--- src/rtl/mem_arbiter_pkg.sv ---
// Shared constants and state encoding for the two-port memory arbiter.
package mem_arb_pkg;

    localparam int unsigned AW_DEF      = 32;
    localparam int unsigned DW_DEF      = 32;
    localparam int unsigned TIMEOUT_DEF = 64;

    localparam logic PORT_IF = 1'b0;
    localparam logic PORT_D  = 1'b1;

    typedef logic [1:0] state_t;
    localparam state_t IDLE  = 2'd0;
    localparam state_t ISSUE = 2'd1;
    localparam state_t WAIT  = 2'd2;
    localparam state_t DONE  = 2'd3;

endpackage

--- src/rtl/mem_arbiter_if.sv ---
// Requester and memory-side signals of mem_arbiter; master = arbiter view.
interface mem_arbiter_if #(
    parameter int AW = mem_arb_pkg::AW_DEF,
    parameter int DW = mem_arb_pkg::DW_DEF
);
    logic          req0;
    logic          we0;
    logic [AW-1:0] addr0;
    logic [DW-1:0] wdata0;
    logic          req1;
    logic          we1;
    logic [AW-1:0] addr1;
    logic [DW-1:0] wdata1;
    logic          done0;
    logic          done1;
    logic          err;
    logic [DW-1:0] rdata;
    logic          mem_re;
    logic          mem_we;
    logic [AW-1:0] mem_r_addr;
    logic [AW-1:0] mem_w_addr;
    logic [DW-1:0] mem_d_in;
    logic [DW-1:0] mem_d_out;
    logic          mem_r_finished;
    logic          mem_w_finished;

    modport master (
        input  req0, we0, addr0, wdata0, req1, we1, addr1, wdata1,
        input  mem_d_out, mem_r_finished, mem_w_finished,
        output done0, done1, err, rdata,
        output mem_re, mem_we, mem_r_addr, mem_w_addr, mem_d_in
    );

    modport slave (
        output req0, we0, addr0, wdata0, req1, we1, addr1, wdata1,
        output mem_d_out, mem_r_finished, mem_w_finished,
        input  done0, done1, err, rdata,
        input  mem_re, mem_we, mem_r_addr, mem_w_addr, mem_d_in
    );

endinterface

--- src/rtl/mem_arbiter_rr_arb2.sv ---
// Combinational 2-way round-robin: on a tie the port other than last_i wins.
module rr_arb2 (
    input  logic [1:0] req_i,
    input  logic       last_i,
    output logic       valid_o,
    output logic       gnt_o
);

    always_comb begin
        valid_o = |req_i;
        if (&req_i) begin
            gnt_o = ~last_i;
        end else begin
            gnt_o = req_i[1];
        end
    end

endmodule

--- src/rtl/mem_arbiter.sv ---
// Shares one single-ported memory between fetch (port 0) and data (port 1),
// with registered memory controls, edge-qualified completion and a timeout.
module mem_arbiter
    import mem_arb_pkg::*;
#(
    parameter int AW      = AW_DEF,
    parameter int DW      = DW_DEF,
    parameter int TIMEOUT = TIMEOUT_DEF
) (
    input logic           clk,
    input logic           rst,
    mem_arbiter_if.master bus
);

    localparam int CW = (TIMEOUT > 0) ? $clog2(TIMEOUT + 1) : 1;
    localparam logic [CW-1:0] TO_LAST = CW'((TIMEOUT > 0) ? TIMEOUT - 1 : 0);

    state_t        state_q, state_d;
    logic          last_q, last_d;
    logic          gnt_q, gnt_d;
    logic          we_q, we_d;
    logic          re_q, re_d;
    logic          mwe_q, mwe_d;
    logic [AW-1:0] raddr_q, raddr_d;
    logic [AW-1:0] waddr_q, waddr_d;
    logic [DW-1:0] din_q, din_d;
    logic [DW-1:0] rdata_q, rdata_d;
    logic          err_q, err_d;
    logic [CW-1:0] cnt_q, cnt_d;
    logic          seen_q, seen_d;

    logic arb_valid, arb_gnt, fin;

    rr_arb2 u_arb (
        .req_i   ({bus.req1, bus.req0}),
        .last_i  (last_q),
        .valid_o (arb_valid),
        .gnt_o   (arb_gnt)
    );

    always_comb begin
        state_d = state_q;
        last_d  = last_q;
        gnt_d   = gnt_q;
        we_d    = we_q;
        re_d    = re_q;
        mwe_d   = mwe_q;
        raddr_d = raddr_q;
        waddr_d = waddr_q;
        din_d   = din_q;
        rdata_d = rdata_q;
        err_d   = err_q;
        cnt_d   = cnt_q;
        seen_d  = seen_q;
        fin     = we_q ? bus.mem_w_finished : bus.mem_r_finished;

        case (state_q)
            IDLE: begin
                if (arb_valid) begin
                    gnt_d   = arb_gnt;
                    last_d  = arb_gnt;
                    we_d    = arb_gnt ? bus.we1 : bus.we0;
                    state_d = ISSUE;
                    if (we_d) begin
                        waddr_d = arb_gnt ? bus.addr1 : bus.addr0;
                        din_d   = arb_gnt ? bus.wdata1 : bus.wdata0;
                        mwe_d   = 1'b1;
                    end else begin
                        raddr_d = arb_gnt ? bus.addr1 : bus.addr0;
                        re_d    = 1'b1;
                    end
                end
            end
            ISSUE: begin
                seen_d  = 1'b0;
                cnt_d   = '0;
                state_d = WAIT;
            end
            WAIT: begin
                // A 1 only counts once a 0 was seen, so a stale level can't complete.
                if (fin && seen_q) begin
                    if (!we_q) begin
                        rdata_d = bus.mem_d_out;
                    end
                    re_d    = 1'b0;
                    mwe_d   = 1'b0;
                    err_d   = 1'b0;
                    state_d = DONE;
                end else if ((TIMEOUT != 0) && (cnt_q == TO_LAST)) begin
                    re_d    = 1'b0;
                    mwe_d   = 1'b0;
                    err_d   = 1'b1;
                    state_d = DONE;
                end else begin
                    if (!fin) begin
                        seen_d = 1'b1;
                    end
                    if (cnt_q != '1) begin
                        cnt_d = cnt_q + CW'(1);
                    end
                end
            end
            default: begin
                state_d = IDLE;
            end
        endcase
    end

    always_ff @(posedge clk) begin
        if (rst) begin
            state_q <= IDLE;
            last_q  <= 1'b1;
            gnt_q   <= 1'b0;
            we_q    <= 1'b0;
            re_q    <= 1'b0;
            mwe_q   <= 1'b0;
            raddr_q <= '0;
            waddr_q <= '0;
            din_q   <= '0;
            rdata_q <= '0;
            err_q   <= 1'b0;
            cnt_q   <= '0;
            seen_q  <= 1'b0;
        end else begin
            state_q <= state_d;
            last_q  <= last_d;
            gnt_q   <= gnt_d;
            we_q    <= we_d;
            re_q    <= re_d;
            mwe_q   <= mwe_d;
            raddr_q <= raddr_d;
            waddr_q <= waddr_d;
            din_q   <= din_d;
            rdata_q <= rdata_d;
            err_q   <= err_d;
            cnt_q   <= cnt_d;
            seen_q  <= seen_d;
        end
    end

    assign bus.done0      = (state_q == DONE) && (gnt_q == PORT_IF);
    assign bus.done1      = (state_q == DONE) && (gnt_q == PORT_D);
    assign bus.err        = (state_q == DONE) && err_q;
    assign bus.rdata      = rdata_q;
    assign bus.mem_re     = re_q;
    assign bus.mem_we     = mwe_q;
    assign bus.mem_r_addr = raddr_q;
    assign bus.mem_w_addr = waddr_q;
    assign bus.mem_d_in   = din_q;

endmodule
--- src/flat_wrapper.sv ---
// flat-port wrapper written by rule: the top's interface ports become plain ports
module mem_arbiter_flat import mem_arb_pkg::*;
#(
    parameter int AW      = AW_DEF,
    parameter int DW      = DW_DEF,
    parameter int TIMEOUT = TIMEOUT_DEF
)
  (clk, rst, bus_req0, bus_we0, bus_addr0, bus_wdata0, bus_req1, bus_we1, bus_addr1, bus_wdata1, bus_mem_d_out, bus_mem_r_finished, bus_mem_w_finished, bus_done0, bus_done1, bus_err, bus_rdata, bus_mem_re, bus_mem_we, bus_mem_r_addr, bus_mem_w_addr, bus_mem_d_in);
  mem_arbiter_if #(.AW(AW), .DW(DW)) bus_i ();
  input logic clk;
  input logic rst;
  input wire logic [$bits(bus_i.req0)-1:0] bus_req0;
  input wire logic [$bits(bus_i.we0)-1:0] bus_we0;
  input wire logic [$bits(bus_i.addr0)-1:0] bus_addr0;
  input wire logic [$bits(bus_i.wdata0)-1:0] bus_wdata0;
  input wire logic [$bits(bus_i.req1)-1:0] bus_req1;
  input wire logic [$bits(bus_i.we1)-1:0] bus_we1;
  input wire logic [$bits(bus_i.addr1)-1:0] bus_addr1;
  input wire logic [$bits(bus_i.wdata1)-1:0] bus_wdata1;
  input wire logic [$bits(bus_i.mem_d_out)-1:0] bus_mem_d_out;
  input wire logic [$bits(bus_i.mem_r_finished)-1:0] bus_mem_r_finished;
  input wire logic [$bits(bus_i.mem_w_finished)-1:0] bus_mem_w_finished;
  output wire logic [$bits(bus_i.done0)-1:0] bus_done0;
  output wire logic [$bits(bus_i.done1)-1:0] bus_done1;
  output wire logic [$bits(bus_i.err)-1:0] bus_err;
  output wire logic [$bits(bus_i.rdata)-1:0] bus_rdata;
  output wire logic [$bits(bus_i.mem_re)-1:0] bus_mem_re;
  output wire logic [$bits(bus_i.mem_we)-1:0] bus_mem_we;
  output wire logic [$bits(bus_i.mem_r_addr)-1:0] bus_mem_r_addr;
  output wire logic [$bits(bus_i.mem_w_addr)-1:0] bus_mem_w_addr;
  output wire logic [$bits(bus_i.mem_d_in)-1:0] bus_mem_d_in;
  assign bus_i.req0 = bus_req0;
  assign bus_i.we0 = bus_we0;
  assign bus_i.addr0 = bus_addr0;
  assign bus_i.wdata0 = bus_wdata0;
  assign bus_i.req1 = bus_req1;
  assign bus_i.we1 = bus_we1;
  assign bus_i.addr1 = bus_addr1;
  assign bus_i.wdata1 = bus_wdata1;
  assign bus_i.mem_d_out = bus_mem_d_out;
  assign bus_i.mem_r_finished = bus_mem_r_finished;
  assign bus_i.mem_w_finished = bus_mem_w_finished;
  assign bus_done0 = bus_i.done0;
  assign bus_done1 = bus_i.done1;
  assign bus_err = bus_i.err;
  assign bus_rdata = bus_i.rdata;
  assign bus_mem_re = bus_i.mem_re;
  assign bus_mem_we = bus_i.mem_we;
  assign bus_mem_r_addr = bus_i.mem_r_addr;
  assign bus_mem_w_addr = bus_i.mem_w_addr;
  assign bus_mem_d_in = bus_i.mem_d_in;
  mem_arbiter #(.AW(AW), .DW(DW), .TIMEOUT(TIMEOUT)) u_core (.clk(clk), .rst(rst), .bus(bus_i));
endmodule
--- config.mk ---
export PLATFORM = sky130hd
export DESIGN_NAME = mem_arbiter_flat
export DESIGN_NICKNAME = d
export VERILOG_FILES = /design/src/rtl/mem_arbiter_pkg.sv /design/src/rtl/mem_arbiter_if.sv /design/src/rtl/mem_arbiter_rr_arb2.sv /design/src/rtl/mem_arbiter.sv /design/src/flat_wrapper.sv
export SDC_FILE = /design/constraint.sdc
export NUM_CORES = 1
export LEC_CHECK = 0
export BUFFER_PORTS_ARGS = -buffer_cell sky130_fd_sc_hd__buf_4
export CORE_MARGIN = 2
export CORE_UTILIZATION = 40
export DETAILED_ROUTE_END_ITERATION = 8
export PLACE_DENSITY = 0.82
export RECOVER_POWER = 50
export SYNTH_ARGS = -nofsm -noshare
export SYNTH_HDL_FRONTEND = slang
export SYNTH_HIERARCHICAL = 1
export SYNTH_SLANG_ARGS = --single-unit
--- constraint.sdc ---
create_clock -name clk -period 2 [get_ports clk]
set_input_delay 0.5 -clock clk [delete_from_list [all_inputs] [get_ports clk]]
set_output_delay 0.5 -clock clk [all_outputs]
set_load 0.03 [all_outputs]
==> metrics.txt <==
GR Overflow Total 0; Worst IR Drop VDD 0.764 mV; Root Driver clkbuf_16; fraction of layout cells with a size suffix above 1 24.6%; Crit Path Class register to output pin; post-route minimum period 1.84 ns; Synth Register Bits 144; CP max FO 5; Tcrit/Tclk final 92.0%; Reg2Reg Setup Slack 0.19 ns; Synth area leader dfxtp_1; origin of the critical flop-to-flop path u_core/we_q; critical-path cell list ha_1 > nor2b_1 > buf_4; initial antenna violation count 0; hold buffers post-CTS 0; crit path to bus_done0; # DRC 0; CP max stage delay 0.43 ns; Cells after Synth 643; R2R depth 4; Cell variety after synth 39; Seq/Total Area, Yosys 49.5%; Yosys top cell area share 49.5%; Initial Utilization 40.6%; max cap viols 0; commonest cells in the netlist dfxtp_1 (144), nor2_1 (103), a211oi_1 (99), nand2_1 (74), mux2i_1 (67); crit path DAT 1.34 ns; CP max stage cell dfxtp_1; status finished clean; drt wl/cell 15.4 um; cell with the most instances after synthesis dfxtp_1; core region area 14400 um2; startpoint types register; antenna viol nets, final 0; Via-to-Cell Ratio 5.08; number of enable flip-flop cells after synthesis 0; CP required 1.50 ns; hold crit path type input port to register; mapped cell area 5830 um2; # rows 44; drt pass-1 iters 4; pin count of the biggest net entering global routing 105; P&R area growth vs syn 48.0%; syn_area_per_cell 9.07 um2; Gates resized, CTS repair 0; CP endpoint kind output pin; Die Y-Extent 125 um; Via Count 5775; First DRT Iteration DRCs 252; Worst slew margin 67.2%; Post-Route WL 17.5 mm; Final Max Tran Viols 0; Ys Warns 6; prevailing post-synth register cell dfxtp_1; IO Count 301; Util after Layout 60.0%; diode count 0; skew final 0.00502 ns; clk sink count 144; chip width 125 um; Worst Setup SP u_core/state_q[1]; Leak 3.42 nW; Max Freq 544 MHz; total global-route track usage 22.1%; Post-Syn Nets 816; HPWL after DPL 13.1 mm; RD Place Congestion 0.818; CTS Buf Count 17; Bufs on Longest Clock Path 2; Nets 1112; Synth async-reset ratio 0%; Die Area 15600 um2; Slew @ Worst Pin 0.487 ns; Setup Buffers After CTS 0; final hold viol count 0; reg2reg end u_core/state_q[1]; Port Buffers 300; pwr dens 1290 nW/um2; H-tree depth 4; RSZ-0062 raised after global routing false; first-pass GRT wire length 27.8 mm; worst skew pair latency 0.41 ns; final setup fails 0; Area contributors post-synth dfxtp_1 (49%), a211oi_1 (13%), mux2i_1 (12%); vias in the first global route 5514; final non-filler cell area 8630 um2; Worst-path clk slew 0.06 ns; CTS tree built; Placed Area 8460 um2
[worst max-delay path: cells and delay by family, from the launching register on]
family                     cells  cell delay, ns
adders and majority gates      1            0.21
buffers and inverters          1            0.17
DFF                            1            0.43
and+or+nand+nor                1            0.13
[cell type report]
type | instances | area, um2
fill | 1350 | 5740
sequential | 144 | 2880
multi-input combinational | 440 | 2740
timing repair buffer | 329 | 2090
clock buffer | 23 | 478
tap | 184 | 230
clock inverter | 9 | 179
inverter | 7 | 26.3
[how the worst min path moves through the flow]
stage	startpoint	to	slack, ns	cells after the start
floorplan	u_core/cnt_q[6]	u_core/cnt_q[6]	0.42	1
global placement	u_core/bus.rdata[17]	u_core/bus.rdata[17]	0.44	2
detailed placement	u_core/cnt_q[6]	u_core/cnt_q[6]	0.45	1
CTS	bus_mem_d_out[26]	u_core/bus.rdata[26]	0.31	3
global route	bus_mem_d_out[18]	u_core/bus.rdata[18]	0.31	3
finish	bus_mem_d_out[17]	u_core/bus.rdata[17]	0.33	3
[cells in the final DEF, fill, tap and decap left out, types with 9 or more instances in the layout]
master	Yosys	routed
clkbuf_1	26	133
buf_12	0	9
dfxtp_1	144	144
buf_4	0	190
nand3_1	9	9
a211oi_1	99	99
nand2_1	74	74
a21oi_1	39	39
nor2_1	103	102
clkbuf_16	0	17
mux2i_1	67	67
[kinds of logic after synthesis]
family          share of synthesized area [%]
compound gates                           19.1
fa+ha+maj                                1.07
buf+inv                                  4.23
flops                                    49.5
simple gates                             14.3
mux                                      11.9
[sequential cells by signal, summed over array words and instances (netlist names), 2 cells and up]
signal                 count
u_core/bus.mem_d_in       32
u_core/state_q             2
u_core/bus.mem_r_addr     32
u_core/bus.mem_w_addr     32
u_core/cnt_q               7
u_core/bus.rdata          32
[through the flow]
step                      TNS [ns]  hold slack (ns)  cells  setup slack (ns)  power, mW
after floorplan                  0            0.420    643            0.0707       6.32
after global placement           0            0.442   1104            0.0560       7.99
after detailed placement    -0.278            0.447   1104           -0.0380       8.09
after CTS                        0            0.314   1136             0.128       11.6
after global routing             0            0.314   1136            0.0393       11.7
final                            0            0.333   1136             0.161       11.1
[power breakdown]
group	internal (mW)	switching, mW
registers	3.43	0.317
clock network	2.31	1.18
logic	1.32	2.55
[routing by layer]
| layer | global-route usage [%] | part of all wire, % | vias up |
|---|---|---|---|
| li1 | - | - | 2874 |
| met1 | 24.0 | 39 | 2635 |
| met2 | 38.9 | 51 | 229 |
| met3 | 7.82 | 7.8 | 37 |
| met4 | 9.32 | 2.6 | 0 |
| met5 | 0 | 0 | - |
(Power assumes the default switching activity.)
